$ cat config.mk
export PLATFORM = sky130hd
export DESIGN_NAME = zorro3_slave_ctrl
export DESIGN_NICKNAME = d
export VERILOG_FILES = /design/src/rtl/zorro3_slave_ctrl.sv
export SDC_FILE = /design/constraint.sdc
export NUM_CORES = 1
export LEC_CHECK = 0
export CAP_MARGIN = 0
export CELL_PAD_IN_SITES_DETAIL_PLACEMENT = 1
export CELL_PAD_IN_SITES_GLOBAL_PLACEMENT = 2
export CORE_ASPECT_RATIO = 2
export CORE_MARGIN = 8
export CORE_UTILIZATION = 25
export CTS_CLUSTER_SIZE = 30
export DETAILED_ROUTE_END_ITERATION = 10
export GPL_TIMING_DRIVEN = 0
export MAX_ROUTING_LAYER = met4
export PLACE_DENSITY = 0.8
export SYNTH_ARGS = -nofsm -noshare
export SYNTH_HDL_FRONTEND = slang
export SYNTH_SLANG_ARGS = --single-unit
$ cat constraint.sdc
create_clock -name CLK -period 2.3 [get_ports CLK]
set_input_delay 0.345 -clock CLK [delete_from_list [all_inputs] [get_ports CLK]]
set_output_delay 0.345 -clock CLK [all_outputs]
set_load 0.05 [all_outputs]
$ cat src/rtl/zorro3_slave_ctrl.sv
// Zorro III slave-cycle front end: strobe sync, address latch,
// board decode and merged DTACK with timeout backstop.
module zorro3_slave_ctrl #(
  parameter int TIMEOUT = 64
) (
  input  logic        CLK,
  input  logic        RESET_n,
  input  logic        FCS_n,
  input  logic [3:0]  DS_n,
  input  logic [31:0] ZADDR,
  input  logic        ZREAD,
  input  logic        ZLOCK,
  input  logic        configured,
  input  logic [7:0]  base_addr,
  input  logic        int_dtack,
  input  logic        ncr_ack,
  output logic        slave_cycle,
  output logic [27:0] ADDR,
  output logic        READ,
  output logic        LOCK,
  output logic        DOE,
  output logic        DTACK_n,
  output logic        timeout_err
);

  localparam int CW = (TIMEOUT > 1) ? $clog2(TIMEOUT) : 1;
  localparam logic [CW-1:0] LAST = CW'(TIMEOUT - 1);

  typedef enum logic [2:0] {
    IDLE,
    DECODE,
    IGNORE,
    WAIT_DS,
    WAIT_ACK,
    ACK
  } state_t;

  state_t state, next;

  logic          fcs_s1, fcs_s2;
  logic [3:0]    ds_s1, ds_s2;
  logic          ds_any;
  logic [3:0]    addr_top;
  logic          match;
  logic [CW-1:0] count;
  logic          cnt_clr;
  logic          cnt_inc;
  logic          tmo;
  logic          sel;

  assign ds_any = ~&ds_s2;
  assign match  = configured &&
                  ({addr_top, ADDR[27:24]} == base_addr);

  // Two-flop synchronizers for the asynchronous strobes
  always_ff @(posedge CLK) begin
    if (!RESET_n) begin
      fcs_s1 <= 1'b1;
      fcs_s2 <= 1'b1;
      ds_s1  <= 4'hF;
      ds_s2  <= 4'hF;
    end else begin
      fcs_s1 <= FCS_n;
      fcs_s2 <= fcs_s1;
      ds_s1  <= DS_n;
      ds_s2  <= ds_s1;
    end
  end

  // Address phase latch: tracks the bus until FCS is seen low
  always_ff @(posedge CLK) begin
    if (!RESET_n) begin
      addr_top <= '0;
      ADDR     <= '0;
      READ     <= 1'b0;
      LOCK     <= 1'b0;
    end else if (fcs_s1) begin
      addr_top <= ZADDR[31:28];
      ADDR     <= ZADDR[27:0];
      READ     <= ZREAD;
      LOCK     <= ZLOCK;
    end
  end

  // Next-state decode and counter control
  always_comb begin
    next    = state;
    cnt_clr = 1'b0;
    cnt_inc = 1'b0;
    tmo     = 1'b0;
    unique case (state)
      IDLE: begin
        if (!fcs_s2) next = DECODE;
      end
      DECODE: begin
        next = match ? WAIT_DS : IGNORE;
      end
      IGNORE: begin
        if (fcs_s2) next = IDLE;
      end
      WAIT_DS: begin
        if (fcs_s2) begin
          next = IDLE;
        end else if (ds_any) begin
          next    = WAIT_ACK;
          cnt_clr = 1'b1;
        end
      end
      WAIT_ACK: begin
        if (fcs_s2) begin
          next = IDLE;
        end else if (int_dtack || ncr_ack) begin
          next = ACK;
        end else if (count == LAST) begin
          next = ACK;
          tmo  = 1'b1;
        end else begin
          cnt_inc = 1'b1;
        end
      end
      ACK: begin
        if (fcs_s2) next = IDLE;
      end
      default: next = IDLE;
    endcase
  end

  assign sel = (next == WAIT_DS) ||
               (next == WAIT_ACK) ||
               (next == ACK);

  // State register and acknowledge timeout counter
  always_ff @(posedge CLK) begin
    if (!RESET_n) begin
      state <= IDLE;
      count <= '0;
    end else begin
      state <= next;
      if (cnt_clr) count <= '0;
      else if (cnt_inc) count <= count + CW'(1);
    end
  end

  // Registered bus outputs derived from the next state
  always_ff @(posedge CLK) begin
    if (!RESET_n) begin
      slave_cycle <= 1'b0;
      DOE         <= 1'b0;
      DTACK_n     <= 1'b1;
      timeout_err <= 1'b0;
    end else begin
      slave_cycle <= sel;
      DOE         <= sel && READ;
      DTACK_n     <= !(next == ACK);
      timeout_err <= tmo;
    end
  end

endmodule

==> results.toml <==
[place]
hpwlAfterDp_um = 5110
gp_congestion = 0.703
pre_cts_ws_ns = 0.202
io_buffers = 85
placed_area_mm2 = 0.00313

[setup_path]
path_class = "reg -> out"
crit_slowest_cell = "clkdlybuf4s50_1"
crit_path_max_incr_delay_ns = 0.85
crit_chain = "clkdlybuf4s50_1"
worst-path-max-fanout = 3
cp_data_required_time_ns = 1.96
cp_num_buf_inv = 1
start_kind = "register"
critical-path-top-delay-family = "buffers and inverters"
crit_path_end_kind = "output port"
critPathArrivalTime_ns = 1.58

[route]
finalWirelength_um = 6420
drc_errors = 0
vias_per_cell = 4.48
firstDrtPassIters = 4
vias = 1826
drtIter0Drc = 52
antenna_left = 0
wl_per_cell_um = 15.7

[final_layout]
stdcell_area_mm2 = 0.00343
num_antenna_cells = 0
register_area_mm2 = 0.00114
multi_input_area_um2 = 957
fin_util_pct = 40.2
final_nets = 356
drive_gt1_share_pct = 8.12
area_delta_synth_final_pct = 59.1
final.fill_count = 967

[clock_network]
cts_tree = "built"
clk_latency_ns = 0.32
clk_pin_slew_worst_paths_ns = 0.05
cts_root_buffer = "clkbuf_16"
postCtsHoldBufs = 0
h-tree-depth = 3
postCtsResizedCells = 0
cts.sinks = 57
cts_buffer_depth = 2
cts_buffers = 9
post_cts_buffers = 0

[run_status]
status = "finished clean"

[timing]
setup-tns-final_ns = 0
setup_violations = 0
max_freq_mhz = 519
worst_pin_slew_ns = 0.599
finalMaxSlewViolations = 0
hold_ws_ns = 0.402
setup_ws_ns = 0.375
fin_crit_ns = 1.93
post-route-period-util_pct = 83.7
hold_violations = 0
fin_worst_skew_ns = 0.00620
rsz0062_at_grt = "false"
relSlewSlack_pct = 59.9

[yosys]
synth_commonest_cells = "57 x dfxtp_1, 46 x nor2_1, 34 x mux2i_1"
synth_top_area_share_pct = 53.0
yosysMostFrequentCell = "dfxtp_1"
synth-async-reset-ratio_pct = 0
syn_area_per_cell_um2 = 10.4
synth.distinct_cells = 32
syn_nets = 260
syn_area_mm2 = 0.00215
ys.flop_type = "dfxtp_1"
yosysTopAreaCell = "dfxtp_1"
yosysSeqAreaShare_pct = 53.0
ys_seq_elements = 57
synth_edf_count = 0
synthCells = 207
yosysWarnings = 0
synth_area_leaders = "dfxtp_1 53%, mux2i_1 16%, nor2_1 8.0%"

[grt]
antenna_found_initial = 0
grt_pass1_wl_um = 10300
grt_overflow_total = 0
grt_max_degree = 11
first_global_vias = 2028
grtUsageTotal_pct = 11.7

[pwr]
max-vdd-ir-drop_v = 0.000387
powerDensity_mw_per_mm2 = 807
cellLeakagePower_nw = 1.45

[die]
die_y_um = 147
fp.dieW_um = 81.6
initial_core_util_pct = 25.3
core_mm2 = 0.00853
rows = 48
die_area_mm2 = 0.0120
ioPinCount = 86

[worst_hold_path]
hold_class = "reg -> reg"

[flow_run]
maxCapViolCount = 0
[layer usage]
metal | vias to the layer above | GRT usage (%) | routed length (µm)
li1 | 886 | - | -
met1 | 877 | 10.7 | 2310
met2 | 52 | 20.5 | 3600
met3 | 11 | 3.37 | 340
met4 | 0 | 6.73 | 169
met5 | - | - | 0
[path summary, 6_finish.rpt]
check	start	endpoint	slack (ns)	cells after the start
setup / recovery	ADDR[25]	ADDR[25]	0.37	1
hold / removal	ds_s1[0]	ds_s2[0]	0.40	1
setup reg to reg	state[1]	count[5]	0.58	6
hold reg to reg	ds_s1[0]	ds_s2[0]	0.40	1
[state kept, by name (all words and copies together) (netlist names)]
signal,count
timeout_err,1
READ,1
slave_cycle,1
state,3
DOE,1
addr_top,4
DTACK_n,1
count,6
ds_s2,4
fcs_s2,1
ADDR,28
ds_s1,4
LOCK,1
fcs_s1,1
[placed cells by master (no fill, tap or decap), drive strengths merged, types with 2 or more instances in the layout]
master and count:
a21oi 2, buf 4, clkbuf 16, clkdlybuf4s50 85
clkinv 2, clkinvlp 2, dfxtp 57, inv 3
mux2i 34, nand2 3, nand2b 13, nand3 4
nand4b 2, nor2 46, nor3 3, nor4 4
o21ai 3, xnor2 5, xor2 8
[cells by family (layout without fill, tap and decap cells)]
group | count (synthesis) | after routing | share of synthesized area [%]
buffers and inverters | 12 | 113 | 2.61
and+or+nand+nor | 80 | 80 | 19.8
xor gates and xnor gates | 13 | 13 | 5.28
DFF | 57 | 57 | 53.0
AOI/OAI and AO/OA | 10 | 10 | 2.96
adders and majority gates | 1 | 1 | 0.581
muxes | 34 | 34 | 15.8
[cell type report]
class / count / area share (%)
sequential: 57 / 33.3
multi-input combinational: 138 / 27.9
timing repair buffer: 85 / 24.8
clock buffer: 11 / 7.08
tap: 100 / 3.65
clock inverter: 5 / 1.61
buffer: 9 / 1.31
inverter: 3 / 0.328
[stage by stage]
stage / cells / power [mW]
final: 408 / 2.77
after global routing: 408 / 2.88
after CTS: 408 / 2.82
after detailed placement: 392 / 1.49
after global placement: 392 / 1.48
after floorplan: 207 / 1.30
[where the power goes]
part / total [mW] / internal, mW / leakage (nW) / switching, mW
logic: 0.397 / 0.183 / 0.840 / 0.214
clock network: 1.30 / 0.862 / 0.142 / 0.443
registers: 1.07 / 1.04 / 0.470 / 0.0284
total: 2.77 / 2.08 / 1.45 / 0.686
Power figures use the tool's default switching activity.
